<file path="config.mk">
export PLATFORM = sky130hd
export DESIGN_NAME = einstein_kbd_matrix_flat
export DESIGN_NICKNAME = d
export VERILOG_FILES = /design/src/rtl/einstein_kbd_matrix_if.sv /design/src/rtl/einstein_kbd_matrix.sv /design/src/flat_wrapper.sv
export SDC_FILE = /design/constraint.sdc
export NUM_CORES = 1
export LEC_CHECK = 0
export ABC_CLOCK_PERIOD_IN_PS = 6200
export BUFFER_PORTS_ARGS = -buffer_cell sky130_fd_sc_hd__buf_4
export CORE_MARGIN = 4
export CORE_UTILIZATION = 40
export CTS_BUF_LIST = sky130_fd_sc_hd__clkbuf_8 sky130_fd_sc_hd__clkbuf_16
export CTS_CLUSTER_DIAMETER = 200
export DETAILED_ROUTE_END_ITERATION = 8
export GPL_TIMING_DRIVEN = 0
export PLACE_DENSITY = 0.53
export RECOVER_POWER = 50
export SYNTH_ARGS = -nofsm -noshare
export SYNTH_HDL_FRONTEND = slang
export SYNTH_SLANG_ARGS = --single-unit
</file>
<file path="constraint.sdc">
create_clock -name clk_sys -period 6.2 [get_ports clk_sys]
set_input_delay 1.55 -clock clk_sys [delete_from_list [all_inputs] [get_ports clk_sys]]
set_output_delay 1.55 -clock clk_sys [all_outputs]
set_load 0.05 [all_outputs]
</file>
<file path="src/rtl/einstein_kbd_matrix_if.sv">
// Keyboard-side bus of the Einstein keyboard matrix.
//   ps2_key  : MiSTer PS/2 event word {toggle, press, ext, code[7:0]}
//   kb_row   : active-low row select from PSG port A
//   kb_col   : active-low column readback to PSG port B
//   kb_shift, kb_ctrl, kb_graph : active-low modifier lines
//   kb_down  : high while any matrix key is held
// master = event source / PSG side, slave = einstein_kbd_matrix.
interface einstein_kbd_matrix_if;
  logic [10:0] ps2_key;
  logic [7:0]  kb_row;
  logic [7:0]  kb_col;
  logic        kb_shift;
  logic        kb_ctrl;
  logic        kb_graph;
  logic        kb_down;

  modport master (
    output ps2_key, kb_row,
    input  kb_col, kb_shift, kb_ctrl, kb_graph, kb_down
  );

  modport slave (
    input  ps2_key, kb_row,
    output kb_col, kb_shift, kb_ctrl, kb_graph, kb_down
  );
endinterface

</file>
<file path="src/rtl/einstein_kbd_matrix.sv">
// Einstein keyboard front end: PS/2 key events -> 8x8 key matrix, modifier lines and kb_down.
// Short taps are stretched by a shared hold counter; releases arriving while the hold is
// running are queued in a small FIFO and drained one per cycle once the hold expires.
// Ports:
//   clk_sys : system clock
//   reset   : asynchronous active-high reset
//   kbd     : einstein_kbd_matrix_if.slave (ps2_key, kb_row in; kb_col, modifiers, kb_down out)
module einstein_kbd_matrix #(
  parameter int unsigned MIN_HOLD   = 640000,
  parameter int unsigned HOLD_W     = 20,
  parameter int unsigned RELQ_DEPTH = 4
) (
  input logic                  clk_sys,
  input logic                  reset,
  einstein_kbd_matrix_if.slave kbd
);

  localparam int unsigned PtrW = $clog2(RELQ_DEPTH);
  localparam logic [HOLD_W-1:0] HoldLoad = HOLD_W'(MIN_HOLD);
  localparam logic [PtrW:0] DepthVal = (PtrW + 1)'(RELQ_DEPTH);

  typedef enum logic [2:0] {EvNone, EvMatrix, EvShiftL, EvShiftR, EvCtrl, EvGraph} ev_kind_e;

  // S0 / S1
  logic       strobe_q;
  logic       s1_valid_q;
  logic       s1_press_q;
  logic [8:0] s1_key_q;   // {ext, code}
  // S2
  logic       s2_valid_q;
  logic       s2_press_q;
  ev_kind_e   s2_kind_q;
  logic [5:0] s2_rc_q;    // {row, col}
  // Decode
  ev_kind_e   dec_kind;
  logic [5:0] dec_rc;
  logic       mat_hit;
  // State
  logic [7:0][7:0]   matrix_q, matrix_d;
  logic [HOLD_W-1:0] hold_cnt_q, hold_cnt_d;
  logic [5:0]        fifo_q [RELQ_DEPTH];
  logic [PtrW-1:0]   wr_ptr_q, rd_ptr_q;
  logic [PtrW:0]     count_q, count_d;
  logic              lshift_q, rshift_q, ctrl_q, graph_q;
  logic              kb_down_q;
  // Apply controls
  logic       mat_press, mat_release, hold_zero, fifo_empty, fifo_full;
  logic       rel_now, push, pop;
  logic [5:0] pop_rc;
  logic [7:0] col_hit;

  // S0: a change of the toggle bit is one event.
  always_ff @(posedge clk_sys or posedge reset) begin
    if (reset) begin
      strobe_q   <= 1'b0;
      s1_valid_q <= 1'b0;
      s1_press_q <= 1'b0;
      s1_key_q   <= '0;
    end else begin
      strobe_q   <= kbd.ps2_key[10];
      s1_valid_q <= kbd.ps2_key[10] != strobe_q;
      s1_press_q <= kbd.ps2_key[9];
      s1_key_q   <= kbd.ps2_key[8:0];
    end
  end

  // S1: scancode -> matrix position (octal row/col). E0 12 / E0 59 fall to default and are ignored.
  always_comb begin
    mat_hit = 1'b1;
    dec_rc  = '0;
    case (s1_key_q)
      9'h029: dec_rc = 6'o00;  9'h05A: dec_rc = 6'o01;  9'h066: dec_rc = 6'o02;
      9'h00D: dec_rc = 6'o03;  9'h076: dec_rc = 6'o04;  9'h005: dec_rc = 6'o05;
      9'h006: dec_rc = 6'o06;  9'h004: dec_rc = 6'o07;
      9'h015: dec_rc = 6'o10;  9'h01D: dec_rc = 6'o11;  9'h024: dec_rc = 6'o12;
      9'h02D: dec_rc = 6'o13;  9'h02C: dec_rc = 6'o14;  9'h035: dec_rc = 6'o15;
      9'h03C: dec_rc = 6'o16;  9'h043: dec_rc = 6'o17;
      9'h044: dec_rc = 6'o20;  9'h01C: dec_rc = 6'o21;  9'h01B: dec_rc = 6'o22;
      9'h023: dec_rc = 6'o23;  9'h02B: dec_rc = 6'o24;  9'h034: dec_rc = 6'o25;
      9'h033: dec_rc = 6'o26;  9'h03B: dec_rc = 6'o27;
      9'h042: dec_rc = 6'o30;  9'h04B: dec_rc = 6'o31;  9'h01A: dec_rc = 6'o32;
      9'h022: dec_rc = 6'o33;  9'h021: dec_rc = 6'o34;  9'h02A: dec_rc = 6'o35;
      9'h032: dec_rc = 6'o36;  9'h031: dec_rc = 6'o37;
      9'h03A: dec_rc = 6'o40;  9'h016: dec_rc = 6'o41;  9'h01E: dec_rc = 6'o42;
      9'h026: dec_rc = 6'o43;  9'h025: dec_rc = 6'o44;  9'h02E: dec_rc = 6'o45;
      9'h036: dec_rc = 6'o46;  9'h03D: dec_rc = 6'o47;
      9'h03E: dec_rc = 6'o50;  9'h046: dec_rc = 6'o51;  9'h045: dec_rc = 6'o52;
      9'h04E: dec_rc = 6'o53;  9'h055: dec_rc = 6'o54;  9'h04D: dec_rc = 6'o55;
      9'h054: dec_rc = 6'o56;  9'h05B: dec_rc = 6'o57;
      9'h04C: dec_rc = 6'o60;  9'h052: dec_rc = 6'o61;  9'h041: dec_rc = 6'o62;
      9'h049: dec_rc = 6'o63;  9'h04A: dec_rc = 6'o64;  9'h05D: dec_rc = 6'o65;
      9'h00E: dec_rc = 6'o66;  9'h058: dec_rc = 6'o67;
      9'h16B: dec_rc = 6'o70;  9'h174: dec_rc = 6'o71;  9'h172: dec_rc = 6'o72;
      9'h170: dec_rc = 6'o73;  9'h171: dec_rc = 6'o74;  9'h175: dec_rc = 6'o75;
      9'h16C: dec_rc = 6'o76;  9'h17D: dec_rc = 6'o77;
      default: mat_hit = 1'b0;
    endcase
  end

  always_comb begin
    dec_kind = EvNone;
    case (s1_key_q)
      9'h012:         dec_kind = EvShiftL;
      9'h059:         dec_kind = EvShiftR;
      9'h014, 9'h114: dec_kind = EvCtrl;
      9'h011, 9'h111: dec_kind = EvGraph;
      default:        if (mat_hit) dec_kind = EvMatrix;
    endcase
  end

  always_ff @(posedge clk_sys or posedge reset) begin
    if (reset) begin
      s2_valid_q <= 1'b0;
      s2_press_q <= 1'b0;
      s2_kind_q  <= EvNone;
      s2_rc_q    <= '0;
    end else begin
      s2_valid_q <= s1_valid_q && (dec_kind != EvNone);
      s2_press_q <= s1_press_q;
      s2_kind_q  <= dec_kind;
      s2_rc_q    <= dec_rc;
    end
  end

  // S2: apply to matrix, hold counter and release FIFO.
  always_comb begin
    mat_press   = s2_valid_q && (s2_kind_q == EvMatrix) && s2_press_q;
    mat_release = s2_valid_q && (s2_kind_q == EvMatrix) && !s2_press_q;
    hold_zero   = hold_cnt_q == '0;
    fifo_empty  = count_q == '0;
    fifo_full   = count_q == DepthVal;
    rel_now     = mat_release && hold_zero && fifo_empty;
    push        = mat_release && !rel_now;
    // A full FIFO is forced to give up its oldest entry so the new release always fits.
    pop         = !fifo_empty && ((push && fifo_full) || (hold_zero && !mat_press));
    pop_rc      = fifo_q[rd_ptr_q];

    matrix_d = matrix_q;
    if (pop)       matrix_d[pop_rc[5:3]][pop_rc[2:0]]   = 1'b0;
    if (mat_press) matrix_d[s2_rc_q[5:3]][s2_rc_q[2:0]] = 1'b1;
    if (rel_now)   matrix_d[s2_rc_q[5:3]][s2_rc_q[2:0]] = 1'b0;

    hold_cnt_d = hold_cnt_q;
    if (mat_press)       hold_cnt_d = HoldLoad;
    else if (!hold_zero) hold_cnt_d = hold_cnt_q - 1'b1;

    count_d = count_q;
    if (push && !pop)      count_d = count_q + 1'b1;
    else if (pop && !push) count_d = count_q - 1'b1;
  end

  always_ff @(posedge clk_sys or posedge reset) begin
    if (reset) begin
      matrix_q   <= '0;
      hold_cnt_q <= '0;
      count_q    <= '0;
      wr_ptr_q   <= '0;
      rd_ptr_q   <= '0;
      kb_down_q  <= 1'b0;
      for (int i = 0; i < int'(RELQ_DEPTH); i++) fifo_q[i] <= '0;
    end else begin
      matrix_q   <= matrix_d;
      hold_cnt_q <= hold_cnt_d;
      count_q    <= count_d;
      kb_down_q  <= |matrix_q;
      if (push) begin
        fifo_q[wr_ptr_q] <= s2_rc_q;
        wr_ptr_q         <= wr_ptr_q + 1'b1;
      end
      if (pop) rd_ptr_q <= rd_ptr_q + 1'b1;
    end
  end

  // Modifiers bypass the hold mechanism.
  always_ff @(posedge clk_sys or posedge reset) begin
    if (reset) begin
      lshift_q <= 1'b0;
      rshift_q <= 1'b0;
      ctrl_q   <= 1'b0;
      graph_q  <= 1'b0;
    end else if (s2_valid_q) begin
      case (s2_kind_q)
        EvShiftL: lshift_q <= s2_press_q;
        EvShiftR: rshift_q <= s2_press_q;
        EvCtrl:   ctrl_q   <= s2_press_q;
        EvGraph:  graph_q  <= s2_press_q;
        default:  ;
      endcase
    end
  end

  // Column readback: any selected (low) row with the key down pulls its column low.
  always_comb begin
    col_hit = '0;
    for (int r = 0; r < 8; r++) col_hit = col_hit | (matrix_q[r] & {8{~kbd.kb_row[r]}});
  end

  assign kbd.kb_col   = ~col_hit;
  assign kbd.kb_shift = ~(lshift_q | rshift_q);
  assign kbd.kb_ctrl  = ~ctrl_q;
  assign kbd.kb_graph = ~graph_q;
  assign kbd.kb_down  = kb_down_q;

endmodule

</file>
<file path="src/flat_wrapper.sv">
// flat-port wrapper written by rule: the top's interface ports become plain ports
module einstein_kbd_matrix_flat 
#(
  parameter int unsigned MIN_HOLD   = 640000,
  parameter int unsigned HOLD_W     = 20,
  parameter int unsigned RELQ_DEPTH = 4
)
  (clk_sys, reset, kbd_ps2_key, kbd_kb_row, kbd_kb_col, kbd_kb_shift, kbd_kb_ctrl, kbd_kb_graph, kbd_kb_down);
  einstein_kbd_matrix_if kbd_i ();
  input logic clk_sys;
  input logic reset;
  input wire logic [$bits(kbd_i.ps2_key)-1:0] kbd_ps2_key;
  input wire logic [$bits(kbd_i.kb_row)-1:0] kbd_kb_row;
  output wire logic [$bits(kbd_i.kb_col)-1:0] kbd_kb_col;
  output wire logic [$bits(kbd_i.kb_shift)-1:0] kbd_kb_shift;
  output wire logic [$bits(kbd_i.kb_ctrl)-1:0] kbd_kb_ctrl;
  output wire logic [$bits(kbd_i.kb_graph)-1:0] kbd_kb_graph;
  output wire logic [$bits(kbd_i.kb_down)-1:0] kbd_kb_down;
  assign kbd_i.ps2_key = kbd_ps2_key;
  assign kbd_i.kb_row = kbd_kb_row;
  assign kbd_kb_col = kbd_i.kb_col;
  assign kbd_kb_shift = kbd_i.kb_shift;
  assign kbd_kb_ctrl = kbd_i.kb_ctrl;
  assign kbd_kb_graph = kbd_i.kb_graph;
  assign kbd_kb_down = kbd_i.kb_down;
  einstein_kbd_matrix #(.MIN_HOLD(MIN_HOLD), .HOLD_W(HOLD_W), .RELQ_DEPTH(RELQ_DEPTH)) u_core (.clk_sys(clk_sys), .reset(reset), .kbd(kbd_i));
endmodule
</file>
==> reports/qor.csv <==
stage,metric,value,unit
run_status,status,"finished, violations left",
run_status,failing checks,"max-capacitance violations, max-slew violations",
sta,Worst-Margin Slew,3.33,ns
final_layout,fin cells,1299,
setup_path,R2R Path Start,u_core.hold_cnt_q[0]$_DFFE_PP0N_,
clock_tree,post-CTS setup buffers,0,
detailed_routing,vias,7987,
clock_tree,clock insertion delay at the later pin of the skew report,0.43,ns
power_and_ir_drop,worst vdd ir,189,uV
clock_tree,cts hold-fix bufs,0,
floorplanning,core area,21000,um2
min_path,hold depth,0,
clock_tree,worst-case clock buffer depth,2,
grt,number of global-route vias before repair,7782,
synthesis,syn nets,996,
placement,dpl cell area,9140,um2
final_layout,layout filler cell count,2084,
final_layout,final non-filler cell area,9750,um2
detailed_routing,wire per inst,22.6,um
clock_tree,clock root buffer,clkbuf_16,
final_layout,# nets final,1040,
run,max_cap viols,1,
detailed_routing,# DRC,0,
floorplanning,FP Rows,53,
clock_tree,Clock transition at path regs,0.07,ns
floorplanning,# IOs,33,
synthesis,Async SR Flop Fraction,100,%
setup_path,crit-path max FO,8,
sta,"Slew Viols, Final",71,
grt,Total GRT Usage,24.9,%
power_and_ir_drop,Tot Pwr,2.66,mW
synthesis,post-synthesis sequential area ratio,41.7,%
sta,"Hold Vio Cnt, Final",0,
synthesis,Post-Syn Area,8570,um2
final_layout,share of cells above drive strength 1,13.7,%
power_and_ir_drop,power density cells,273,nW/um2
detailed_routing,vias per cell,6.15,
synthesis,"Avg Cell Area, Syn",8.87,um2
synthesis,"EDFF count, synth",0,
grt,GRT overflow,0,
clock_tree,total CTS buffers,17,
sta,Max Fclk,215,MHz
power_and_ir_drop,leakage,3.80,nW
sta,Tcrit/Tclk final,75.1,%
synthesis,post-synth cell types,76,
sta,max_slew headroom,-123,%
final_layout,most frequent cells in the layout,"dfrtp_1, o21ai_0, o22ai_1",
grt,initial antenna violation count,0,
detailed_routing,Initial DRC Count,850,
placement,Port Buf Inserts,24,
detailed_routing,Routed Antenna Nets,0,
clock_tree,clk sinks,143,
final_layout,area growth from synthesis to layout,13.7,%
placement,gpl congestion,0.953,
setup_path,worst path arrival time,3.11,ns
synthesis,"Warnings, synthesis",0,
setup_path,R2R depth,12,
min_path,Hold Crit Start,u_core.s1_press_q$_DFF_PP0_,
clock_tree,H-tree levels,4,
sta,unrepaired setup endpoints after global routing,false,
final_layout,"commonest non-fill, non-tap cell in the layout",dfrtp_1,
setup_path,WS Path Type,in -> out,
final_layout,Diodes inserted,0,
min_path,Hold Crit Class,reg -> reg,
sta,Clock Skews,0.0144,ns
detailed_routing,final WL,29.3,mm
sta,min Tclk post-route,4.66,ns
grt,largest net degree at the start of global routing,74,
placement,Placed Cells incl. Taps,1267,
setup_path,"reg-to-reg slack, setup",2.94,ns
min_path,Worst Hold Path EP,u_core.s2_press_q$_DFF_PP0_,
floorplanning,full die area,23800,um2
sta,setup violators final,0,
setup_path,Worst EP required,4.65,ns
synthesis,Most used DFF post-synth,dfrtp_1,
detailed_routing,DRT Pass-1 Iters,6,
clock_tree,CTS tree,done,
floorplanning,chip width,154,um
synthesis,Syn Inst Count,967,
synthesis,"flops & latches, synth",143,
floorplanning,Initial Util,40.8,%
clock_tree,PostCTS Resize Cnt,0,
grt,global-route wire length before repair,46.3,mm
placement,post-DP HPWL,19.7,mm
setup_path,CP endpoint kind,output port,
floorplanning,Die Y,154,um
setup_path,CP Launch Type,input port,
setup_path,reg-to-reg critical path endpoint,u_core.count_q[1]$_DFFE_PP0P_,
sta,Hold WS,0.363,ns
power breakdown:
| group | internal, mW | total (mW) | switching [mW] |
|---|---|---|---|
| Combinational | 0.162 | 0.437 | 0.275 |
| Clock | 0.652 | 1.09 | 0.441 |
| Sequential | 1.02 | 1.13 | 0.106 |
metal layers:
metal	GRT usage (%)	part of all wire, %	vias up
met5	0	0	-
met4	8.03	3.1	0
met3	4.90	8.2	85
met2	39.3	46	407
met1	34.7	43	3871
li1	-	-	3624
sequential cells by signal, summed over array words and instances (netlist names), 2 cells and up:
| name | flops |
|---|---|
| u_core.count_q | 3 |
| u_core.wr_ptr_q | 2 |
| u_core.hold_cnt_q | 20 |
| u_core.fifo_q | 24 |
| u_core.s2_kind_q | 3 |
| u_core.rd_ptr_q | 2 |
| u_core.s1_key_q | 9 |
| u_core.s2_rc_q | 6 |
| u_core.matrix_q | 64 |
worst max-delay path by stage:
stage,slack (ns),end,start,depth (start not counted)
finish,1.54,kbd_kb_col[7],kbd_kb_row[1],4
global route,1.54,kbd_kb_col[7],kbd_kb_row[1],4
CTS,1.63,kbd_kb_col[7],kbd_kb_row[1],4
detailed placement,1.63,kbd_kb_col[7],kbd_kb_row[1],4
global placement,-1.12,u_core.matrix_q[60]$_DFF_PP0_,reset,2
floorplan,0.81,u_core.count_q[0]$_DFFE_PP0P_,reset,1
synthesized netlist by cell type, drive strengths merged, types with 4 or more instances:
| cell | number | area share (%) |
|---|---|---|
| nand3 | 26 | 1.5 |
| nand3b | 11 | 0.96 |
| a21oi | 13 | 0.76 |
| nor2 | 53 | 2.3 |
| a21boi | 5 | 0.48 |
| nand2 | 42 | 1.9 |
| nor2b | 17 | 1.2 |
| a21o | 16 | 1.4 |
| xnor2 | 12 | 1.2 |
| o21ai | 94 | 5.5 |
| o211ai | 4 | 0.35 |
| nand2b | 12 | 0.88 |
| or4 | 7 | 0.66 |
| nor4 | 32 | 2.7 |
| xor2 | 12 | 1.2 |
| ha | 7 | 1.0 |
| nand4 | 19 | 1.5 |
| nor4b | 4 | 0.41 |
| nor3 | 68 | 4.3 |
| or2 | 14 | 1.0 |
| o22ai | 88 | 6.4 |
| nor3b | 4 | 0.35 |
| inv | 75 | 3.3 |
| or3b | 5 | 0.51 |
| mux2 | 27 | 3.5 |
| clkbuf | 44 | 1.9 |
| and2 | 5 | 0.39 |
| mux4 | 6 | 1.6 |
| dfrtp | 143 | 42 |
| o31ai | 4 | 0.35 |
| buf | 30 | 2.0 |
| or3 | 13 | 0.95 |
| a211oi | 4 | 0.35 |
| a31oi | 5 | 0.36 |
stage by stage:
stage,TNS [ns],setup slack [ns],util [%]
detailed placement,0,1.63,43.5
global route,0,1.54,46.4
finish,0,1.54,46.4
CTS,0,1.63,46.4
floorplan,0,0.812,-
global placement,-157.96,-1.12,43.3
cell type report:
type / count / area, um2 / area share [%]
plain buffers: 74 / 339 / 3.48
clock buffers: 18 / 439 / 4.51
clock inverters: 14 / 180 / 1.85
inverters: 75 / 283 / 2.90
multi-input cells: 675 / 4380 / 44.9
flip-flops and latches: 143 / 3580 / 36.7
well taps: 275 / 344 / 3.53
repair buffers: 25 / 204 / 2.09
worst max-delay path, stage by stage:
cell and delay (ns):
clkbuf_1 0.50, o22ai_1 0.20, nor4_1 0.55, buf_4 0.30
logic make-up after synthesis:
kind of cell             count (synthesis)  synth area share [%]
AND/OR/NAND/NOR                        348                  23.2
AO/OA/AOI/OAI                          261                  18.9
buffers and inverters                  149                  7.24
flip-flops                             143                  41.7
multiplexers                            34                  5.24
XOR/XNOR                                24                  2.45
adder cells (fa/ha/maj)                  8                  1.26
Note: power is estimated with default switching activity, not from simulation.
